## config.mk

```make
export PLATFORM = sky130hd
export DESIGN_NAME = wash_sequencer
export DESIGN_NICKNAME = d
export VERILOG_FILES = /design/src/rtl/wash_sequencer.sv
export SDC_FILE = /design/constraint.sdc
export NUM_CORES = 1
export LEC_CHECK = 0
export CORE_MARGIN = 2
export CORE_UTILIZATION = 42
export DETAILED_ROUTE_END_ITERATION = 6
export DONT_BUFFER_PORTS = 1
export PLACE_DENSITY = 0.66
export SLEW_MARGIN = 20
export SYNTH_ARGS = -nofsm -noshare
export SYNTH_HDL_FRONTEND = slang
export SYNTH_SLANG_ARGS = --single-unit
export TNS_END_PERCENT = 1
```

## constraint.sdc

```tcl
create_clock -name clk -period 2.2 [get_ports clk]
set_input_delay 0.44 -clock clk [delete_from_list [all_inputs] [get_ports clk]]
set_output_delay 0.44 -clock clk [all_outputs]
set_load 0.02 [all_outputs]
```

## src/rtl/wash_sequencer.sv

```systemverilog
// ---------------------------------------------------------------------------
// wash_sequencer
//
// Washing machine cycle controller. One program runs a detergent fill, an
// agitation phase and a drain. Then RINSE_CNT refill/agitate/drain passes
// follow, then a timed spin. A one-cycle done pulse ends the program.
// Opening the door while it is locked always aborts into FAULT, which is
// left only through clear_fault.
//
// Every output is decoded from registered state, so a change on an input
// shows up on the outputs one clock later. This includes the pause input,
// which is registered before it gates the motor.
//
// Optional feature (compile-time macro FILL_TIMEOUT_EN):
//   defined   : the phase timer runs in FILL. If water_full is still low in
//               the FILL_LIMIT-th cycle, the sequencer drops into FAULT.
//   undefined : FILL waits indefinitely for water_full.
//
// Parameters
//   CNT_W       width of the phase timer
//   WASH_TICKS  unpaused cycles per WASH phase      (1 .. 2^CNT_W-1)
//   SPIN_TICKS  unpaused cycles of SPIN             (1 .. 2^CNT_W-1)
//   RINSE_CNT   rinse passes after the soap wash    (0 .. 15)
//   FILL_LIMIT  FILL cycles before timeout fault    (1 .. 2^CNT_W-1)
//
// Ports
//   clk            clock, rising edge
//   reset          asynchronous, active-low reset
//   start          begin a program (honoured in IDLE only)
//   door_closed    door switch; low while locked -> FAULT
//   water_full     drum level reached
//   detergent_ack  detergent dispensed
//   drained        drum empty
//   pause          freezes agitation/spin timing and stops the motor
//   clear_fault    leave FAULT
//   door_lock, fill_valve, drain_valve, motor_on, detergent_req
//                  actuator commands
//   done           one-cycle end-of-program pulse
//   fault          high while in FAULT
//   state          current state code (IDLE=0 .. FAULT=7)
//   rinse_left     rinse passes still to run
// ---------------------------------------------------------------------------
module wash_sequencer #(
    parameter int CNT_W      = 16,
    parameter int WASH_TICKS = 1000,
    parameter int SPIN_TICKS = 500,
    parameter int RINSE_CNT  = 2,
    parameter int FILL_LIMIT = 2000
) (
    input  logic       clk,
    input  logic       reset,
    input  logic       start,
    input  logic       door_closed,
    input  logic       water_full,
    input  logic       detergent_ack,
    input  logic       drained,
    input  logic       pause,
    input  logic       clear_fault,
    output logic       door_lock,
    output logic       fill_valve,
    output logic       drain_valve,
    output logic       motor_on,
    output logic       detergent_req,
    output logic       done,
    output logic       fault,
    output logic [3:0] state,
    output logic [3:0] rinse_left
);

    typedef enum logic [3:0] {
        IDLE      = 4'd0,
        FILL      = 4'd1,
        DETERGENT = 4'd2,
        WASH      = 4'd3,
        DRAIN     = 4'd4,
        SPIN      = 4'd5,
        DONE      = 4'd6,
        FAULT     = 4'd7
    } state_t;

`ifdef FILL_TIMEOUT_EN
    localparam bit FILL_TIMEOUT = 1'b1;
`else
    localparam bit FILL_TIMEOUT = 1'b0;
`endif

    // Timer values seen in the last cycle of each timed phase.
    localparam logic [CNT_W-1:0] WASH_LAST = CNT_W'(WASH_TICKS - 1);
    localparam logic [CNT_W-1:0] SPIN_LAST = CNT_W'(SPIN_TICKS - 1);
    localparam logic [CNT_W-1:0] FILL_LAST = CNT_W'(FILL_LIMIT - 1);
    localparam logic [3:0]       RINSE_INIT = 4'(RINSE_CNT);

    state_t           state_q;
    state_t           state_d;
    logic [CNT_W-1:0] timer_q;
    logic [3:0]       rinse_q;
    logic [3:0]       rinse_d;
    logic             soap_q;
    logic             soap_d;
    logic             pause_q;
    logic             timer_run;
    logic             door_locked;

    // Register update. The timer restarts on every state change. It only
    // advances when the current state asks for it, and it saturates
    // rather than wrapping.
    always_ff @(posedge clk or negedge reset) begin
        if (!reset) begin
            state_q <= IDLE;
            timer_q <= '0;
            rinse_q <= '0;
            soap_q  <= 1'b0;
            pause_q <= 1'b0;
        end else begin
            state_q <= state_d;
            rinse_q <= rinse_d;
            soap_q  <= soap_d;
            pause_q <= pause;
            if (state_d != state_q) begin
                timer_q <= '0;
            end else if (timer_run && (timer_q != '1)) begin
                timer_q <= timer_q + 1'b1;
            end
        end
    end

    // Next-state logic. An open door in a locked state overrides every
    // other decision in the same cycle. The rinse and soap bookkeeping
    // from the normal path is therefore discarded when that happens.
    always_comb begin
        state_d     = state_q;
        rinse_d     = rinse_q;
        soap_d      = soap_q;
        timer_run   = 1'b0;
        door_locked = (state_q == FILL) || (state_q == DETERGENT) ||
                      (state_q == WASH) || (state_q == DRAIN) ||
                      (state_q == SPIN);

        case (state_q)
            IDLE: begin
                if (start && door_closed) begin
                    state_d = FILL;
                    rinse_d = RINSE_INIT;
                    soap_d  = 1'b0;
                end
            end
            FILL: begin
                timer_run = FILL_TIMEOUT;
                if (water_full) begin
                    state_d = soap_q ? WASH : DETERGENT;
                end else if (FILL_TIMEOUT && (timer_q == FILL_LAST)) begin
                    state_d = FAULT;
                end
            end
            DETERGENT: begin
                if (detergent_ack) begin
                    state_d = WASH;
                    soap_d  = 1'b1;
                end
            end
            WASH: begin
                if (!pause) begin
                    timer_run = 1'b1;
                    if (timer_q == WASH_LAST) begin
                        state_d = DRAIN;
                    end
                end
            end
            DRAIN: begin
                if (drained) begin
                    if (rinse_q != 4'd0) begin
                        state_d = FILL;
                        rinse_d = rinse_q - 4'd1;
                    end else begin
                        state_d = SPIN;
                    end
                end
            end
            SPIN: begin
                if (!pause) begin
                    timer_run = 1'b1;
                    if (timer_q == SPIN_LAST) begin
                        state_d = DONE;
                    end
                end
            end
            DONE: begin
                state_d = IDLE;
            end
            FAULT: begin
                if (clear_fault) begin
                    state_d = IDLE;
                end
            end
            default: begin
                state_d = FAULT;
            end
        endcase

        if (door_locked && !door_closed) begin
            state_d = FAULT;
            rinse_d = rinse_q;
            soap_d  = soap_q;
        end
    end

    // Moore output decode. The motor is gated by the registered pause so
    // that it reacts one cycle after the pause input, like everything else.
    always_comb begin
        door_lock     = 1'b0;
        fill_valve    = 1'b0;
        drain_valve   = 1'b0;
        motor_on      = 1'b0;
        detergent_req = 1'b0;
        done          = 1'b0;
        fault         = 1'b0;
        case (state_q)
            FILL: begin
                door_lock  = 1'b1;
                fill_valve = 1'b1;
            end
            DETERGENT: begin
                door_lock     = 1'b1;
                detergent_req = 1'b1;
            end
            WASH: begin
                door_lock = 1'b1;
                motor_on  = !pause_q;
            end
            DRAIN: begin
                door_lock   = 1'b1;
                drain_valve = 1'b1;
            end
            SPIN: begin
                door_lock   = 1'b1;
                drain_valve = 1'b1;
                motor_on    = !pause_q;
            end
            DONE: begin
                done = 1'b1;
            end
            FAULT: begin
                fault = 1'b1;
            end
            default: begin
                door_lock = 1'b0;
            end
        endcase
    end

    assign state      = state_q;
    assign rinse_left = rinse_q;

endmodule

```

== Yosys cells after proc, flatten, opt, wreduce, memory -nomap -nowiden ==
Cells that the tools add are included.
Word-level totals
  input port bits: 9
  logic and storage cells: 73
  flip-flop bits (word level): 26
Operators by class
  $add $sub $neg: 2
  multiplexer cells: 31
  eq/ne operators: 15
  reductions and logical operators: 19
  bitwise gates (word level): 1
Operator list (number)
  $mux W4: 13
  $mux W16: 2
  $pmux W4 S8: 1
  $add A16 B1 Y16 const B: 1
  $eq A16 B10 Y1 const B: 1
  $eq A16 B9 Y1 const B: 1
  $eq A4 B3 Y1 const B: 4
  $ne A16 B16 Y1 const B: 1
  $mux W1: 12
  $eq A4 B2 Y1 const B: 2
  $pmux W4 S2: 1
  $ne A2 B2 Y1 const B: 3
  $reduce_bool A2 Y1: 3
  $reduce_and A5 Y1: 1
  $reduce_or A5 Y1: 1
  $eq A4 B1 Y1 const B: 1
  $logic_not A4 Y1: 1
  $logic_or A1 B1 Y1: 4
  $ne A4 B4 Y1: 1
  $reduce_and A4 Y1: 1
  $reduce_bool A4 Y1: 1
  $reduce_or A2 Y1: 2
  $sub A4 B1 Y4 const B: 1
  $logic_and A1 B1 Y1: 3
  other kinds (5): 6

== Depth between registers and ports, before layout ==
  depth after elaboration: 9
  depth in mapped cells: 9
  depth with buffers taken out: 8

== Least setup slack after synthesis ==
No wires, ideal clock.
  kind: reg-to-reg
  start: register state_q[2], in the netlist state[2]
  end: register timer_q[2]
  stages on the path, launching flop included: 8
  period minus slack after synthesis: 2.260 ns
  arrival time: 2.164 ns
  setup time: 0.096 ns
  data required time: 2.104 ns
  path buffers: 2
  path slack: -0.060 ns
  cell sequence: dfrtp_1 -> buf_4 -> nor3_1 -> a221oi_1 -> nand4_1 -> o211ai_2 -> buf_4 -> nor4_2
Between the ends
  cells in the longest elaborated chain, start to end: 9
  elaborated cells between the ends (all ways): 30
RTL lines
  start: declaration: line 93  | state_t state_q;
  start signal: assignment: line 115  | state_q <= state_d;
  $eq A4 B1 Y1 or $eq A4 B2 Y1 (tied branches): line 135, 139
  $logic_or A1 B1 Y1 (2 in a row): line 135  | door_locked = (state_q == FILL) || (state_q == DETERGENT) ||
  $logic_or A1 B1 Y1 (2 in a row): line 136  | (state_q == WASH) || (state_q == DRAIN) ||
  $logic_and A1 B1 Y1: line 200  | if (door_locked && !door_closed) begin
  $mux W4 (*): line 200
  named net state_d[0]: line 94  | state_t state_d;
  $ne A4 B4 Y1 (*): line 119  | if (state_d != state_q) begin
  $mux W16 or $reduce_bool A2 Y1 (tied branches)
  end signal: assignment: line 122  | timer_q <= timer_q + 1'b1;
  end: declaration: line 95  | logic [CNT_W-1:0] timer_q;
The timed path passes the listed nets; every way through them passes the cells marked *.
A chain may end at the register's enable or synchronous reset.

== Worst setup path after layout ==
  start: register state_q[0], in the netlist state[0]
  end: register timer_q[7]
Between the ends
  cells in the longest elaborated chain, start to end: 9
  elaborated cells between the ends (all ways): 30
RTL lines (line)
  $eq A4 B1 Y1 or $eq A4 B2 Y1 (tied branches): 135, 139
  $logic_or A1 B1 Y1 (2 in a row): 135
  $logic_or A1 B1 Y1 (2 in a row): 136
  $logic_and A1 B1 Y1: 200
  $mux W4: 200
  $ne A4 B4 Y1: 119
  $mux W16 or $reduce_bool A2 Y1 (tied branches)
Several ways; a longest one is shown, not always the timed one.

==> flow_metrics.env <==
export IMPL_synth_cell_types=45
export IMPL_slowest_delay_ps=510
export IMPL_critical_path_required_ps=2380
export IMPL_synth_edf_count=0
export IMPL_vdd_ir_drop_worst_v=0.000378
export IMPL_insertion_delay_ps=280
export IMPL_finish_net_count=241
export IMPL_antenna_found_initial=0
export IMPL_power_density_nw_per_um2=781
export IMPL_power_mw=1.78
export IMPL_routed_wirelength_mm=4.24
export IMPL_clock_path_buffers=2
export IMPL_netlist_top_cell_by_area="sky130_fd_sc_hd__dfrtp_1"
export IMPL_ys_ff_latch=26
export IMPL_insertedDiodeCount=0
export IMPL_routed_wire_length_per_instance_um=15.2
export IMPL_grt_pass1_wl_mm=7.35
export IMPL_synth_warnings=0
export IMPL_area_delta_synth_final_pct=27.2
export IMPL_groute_usage_overall_pct=18.4
export IMPL_clkSinkCount=26
export IMPL_achievable_frequency_mhz=461
export IMPL_synth_area_top_cells="sky130_fd_sc_hd__dfrtp_1 36%, sky130_fd_sc_hd__nor4_2 7.0%, sky130_fd_sc_hd__xnor2_1 5.9%"
export IMPL_cp_start_kind="flip-flop"
export IMPL_crit_reg2reg_capture="timer_q[7]$_DFFE_PN0P_"
export IMPL_unrepaired_setup_endpoints_after_global_routing="yes"
export IMPL_worstPathCellList="and3b_1 > o21a_1 > or4_4 > buf_4 > a21oi_4 > o21ai_4 > buf_12 > nor4_2"
export IMPL_floorplan_die_height_um=69.3
export IMPL_share_of_cells_above_drive_strength_1_pct=30.7
export IMPL_port_buffers=0
export IMPL_status="finished, final reports clean"
export IMPL_ctsHtreeMaxLevel=1
export IMPL_clock_tree_from_tritoncts="built"
export IMPL_final_min_clock_period_ps=2170
export IMPL_fp_dieW_um=69.3
export IMPL_die_area_um2=4800
export IMPL_number_of_global_route_vias_before_repair=1575
export IMPL_gp_congestion=0.862
export IMPL_worstSetupStartpoint="state[0]$_DFF_PN0_"
export IMPL_critical_path_slowest_cell="sky130_fd_sc_hd__or4_4"
export IMPL_start_util_pct=44.1
export IMPL_area_fraction_of_the_dominant_cell_type_after_synthesis_pct=36.4
export IMPL_crit_path_end_kind="flip-flop"
export IMPL_detail_route_vias_per_cell=5.91
export IMPL_ys_seq_area_share_pct=36.4
export IMPL_timing_final_setup_violations=0
export IMPL_critical_path_peak_fanout=16
export IMPL_skew_ps=2.95
export IMPL_postSynthNetCount=206
export IMPL_detailed_routing_iteration_count_for_the_pre_antenna_repair_pass=4
export IMPL_dpl_hpwl_mm=3.05
export IMPL_finalMaxSlewViolations=0
export IMPL_cts_made_buffers=3
export IMPL_ctsRootBufferMaster="sky130_fd_sc_hd__clkbuf_8"
export IMPL_post_place_ws_ps=-19.8
export IMPL_post_route_worst_setup_slack_ps=32.3
export IMPL_criticalPathCategory="reg2reg"
export IMPL_coreArea_um2=4060
export IMPL_holdCritPathClass="in2reg"
export IMPL_route_antenna_remaining_nets=0
export IMPL_clkSlewWorstSetupHoldPaths_ps=90
export IMPL_drv_max_cap_violation_count=0
export IMPL_design_portCount=24
export IMPL_post_synth_inst_count=194
export IMPL_fin_crit_sh_pct=98.5
export IMPL_arrival_ps=2350
export IMPL_vias=1644
export IMPL_worstReg2RegStart="state[0]$_DFF_PN0_"
export IMPL_netlist_area_um2=1790
export IMPL_synth_area_per_cell_um2=9.22
export IMPL_regToRegSetupSlack_ps=30
export IMPL_grt_ovfl_total=0
export IMPL_min_delay_path_depth=0
export IMPL_p_leak_nw=0.902
export IMPL_async_reset_ff_share_pct=100
export IMPL_synth_commonest_cells="26 x sky130_fd_sc_hd__dfrtp_1, 24 x sky130_fd_sc_hd__nor2_1, 12 x sky130_fd_sc_hd__nor3_1, 12 x sky130_fd_sc_hd__xnor2_1, 10 x sky130_fd_sc_hd__nor4_2"
export IMPL_route_detailed_drc=0
export IMPL_placement_rows=23
export IMPL_reg2reg_depth=8
export IMPL_dominantRegCellSynth="sky130_fd_sc_hd__dfrtp_1"
export IMPL_grt_start_max_net_pins=27
export IMPL_final_hold_viol_count=0
export IMPL_worst_setup_endpoint="timer_q[7]$_DFFE_PN0P_"
export IMPL_most_numerous_cell_in_the_yosys_netlist="sky130_fd_sc_hd__dfrtp_1"
export IMPL_drt_iter0_drc=97
==> critical path, delay by kind of cell, from the launching register on <==
kind / cells / cell delay, ps
AOI/OAI and AO/OA: 3 / 440
DFF: 1 / 410
buffers and inverters: 2 / 320
and+or+nand+nor: 3 / 910
==> placed cells by master (no fill, tap or decap), drive strengths merged, types with 3 or more instances in the layout <==
cell	Yosys	final
a21oi	3	3
and3	3	3
and4	5	5
buf	6	38
clkbuf	3	3
dfrtp	26	26
ha	3	3
inv	8	8
mux2i	3	3
nand2	9	9
nand2b	4	4
nand3	6	6
nand4	9	9
nor2	24	24
nor3	12	12
nor3b	5	5
nor4	19	19
o21ai	6	6
o31ai	3	3
xnor2	12	12
xor2	4	4
==> power by group <==
group	internal [mW]	switching [mW]
Sequential	0.510	0.0407
Clock	0.244	0.158
Combinational	0.343	0.482
==> worst min-delay path by stage <==
stage	slack, ps	start	to
finish	180	pause	pause_q$_DFF_PN0_
global route	170	pause	pause_q$_DFF_PN0_
CTS	180	pause	pause_q$_DFF_PN0_
detailed placement	150	reset	timer_q[1]$_DFFE_PN0P_
global placement	150	reset	timer_q[1]$_DFFE_PN0P_
floorplan	140	reset	pause_q$_DFF_PN0_
==> sequential cells by signal (all words and copies together) (netlist names) <==
register	count
soap_q	1
state	4
pause_q	1
timer_q	16
rinse_left	4
==> through the flow <==
stage / cell area [um2] / setup TNS [ps] / hold slack [ps] / utilization, % / instances
after detailed placement: 2090 / -51.0 / 145 / 51.4 / 271
after floorplan: 1810 / -617 / 144 / - / 194
after CTS: 2190 / 0 / 179 / 53.9 / 277
after global placement: 2090 / 0 / 145 / 51.4 / 271
final: 2280 / 0 / 181 / 56.1 / 278
after global routing: 2280 / -430 / 166 / 56.1 / 278
==> metal layers <==
metal / share of wire, % / track usage (%) / vias up
li1: - / - / 785
met1: 46 / 24.1 / 805
met2: 48 / 31.0 / 47
met3: 5.0 / 3.20 / 7
met4: 1.3 / 5.23 / 0
met5: 0 / 0 / -
==> area by class of cell <==
cell class | instances | area [um2]
Fill cell | 350 | 1780
Multi-Input combinational cell | 151 | 1120
Sequential cell | 26 | 652
Timing Repair Buffer | 39 | 340
Tap cell | 50 | 62.6
Clock buffer | 3 | 41.3
Clock inverter | 1 | 30.0
Inverter | 8 | 30.0
==> timing repair <==
action | 4_1_cts | 5_1_grt
endpoints found under the setup margin | 0 | 18
endpoints found under the hold margin | 26 | 0
hold buffers | 2 | 0
gates resized for setup | 0 | 14
buffers inserted | 0 | 1
==> cell families after synthesis <==
| logic type | after synthesis | share of synthesized area, % |
|---|---|---|
| flops | 26 | 36.4 |
| simple gates | 106 | 37.4 |
| fa+ha+maj | 3 | 2.10 |
| other cells | 1 | 0.210 |
| buf+inv | 17 | 5.24 |
| compound gates | 22 | 9.16 |
| mux | 3 | 1.68 |
| xor+xnor | 16 | 7.83 |
Note: power is estimated with default switching activity, not from simulation.
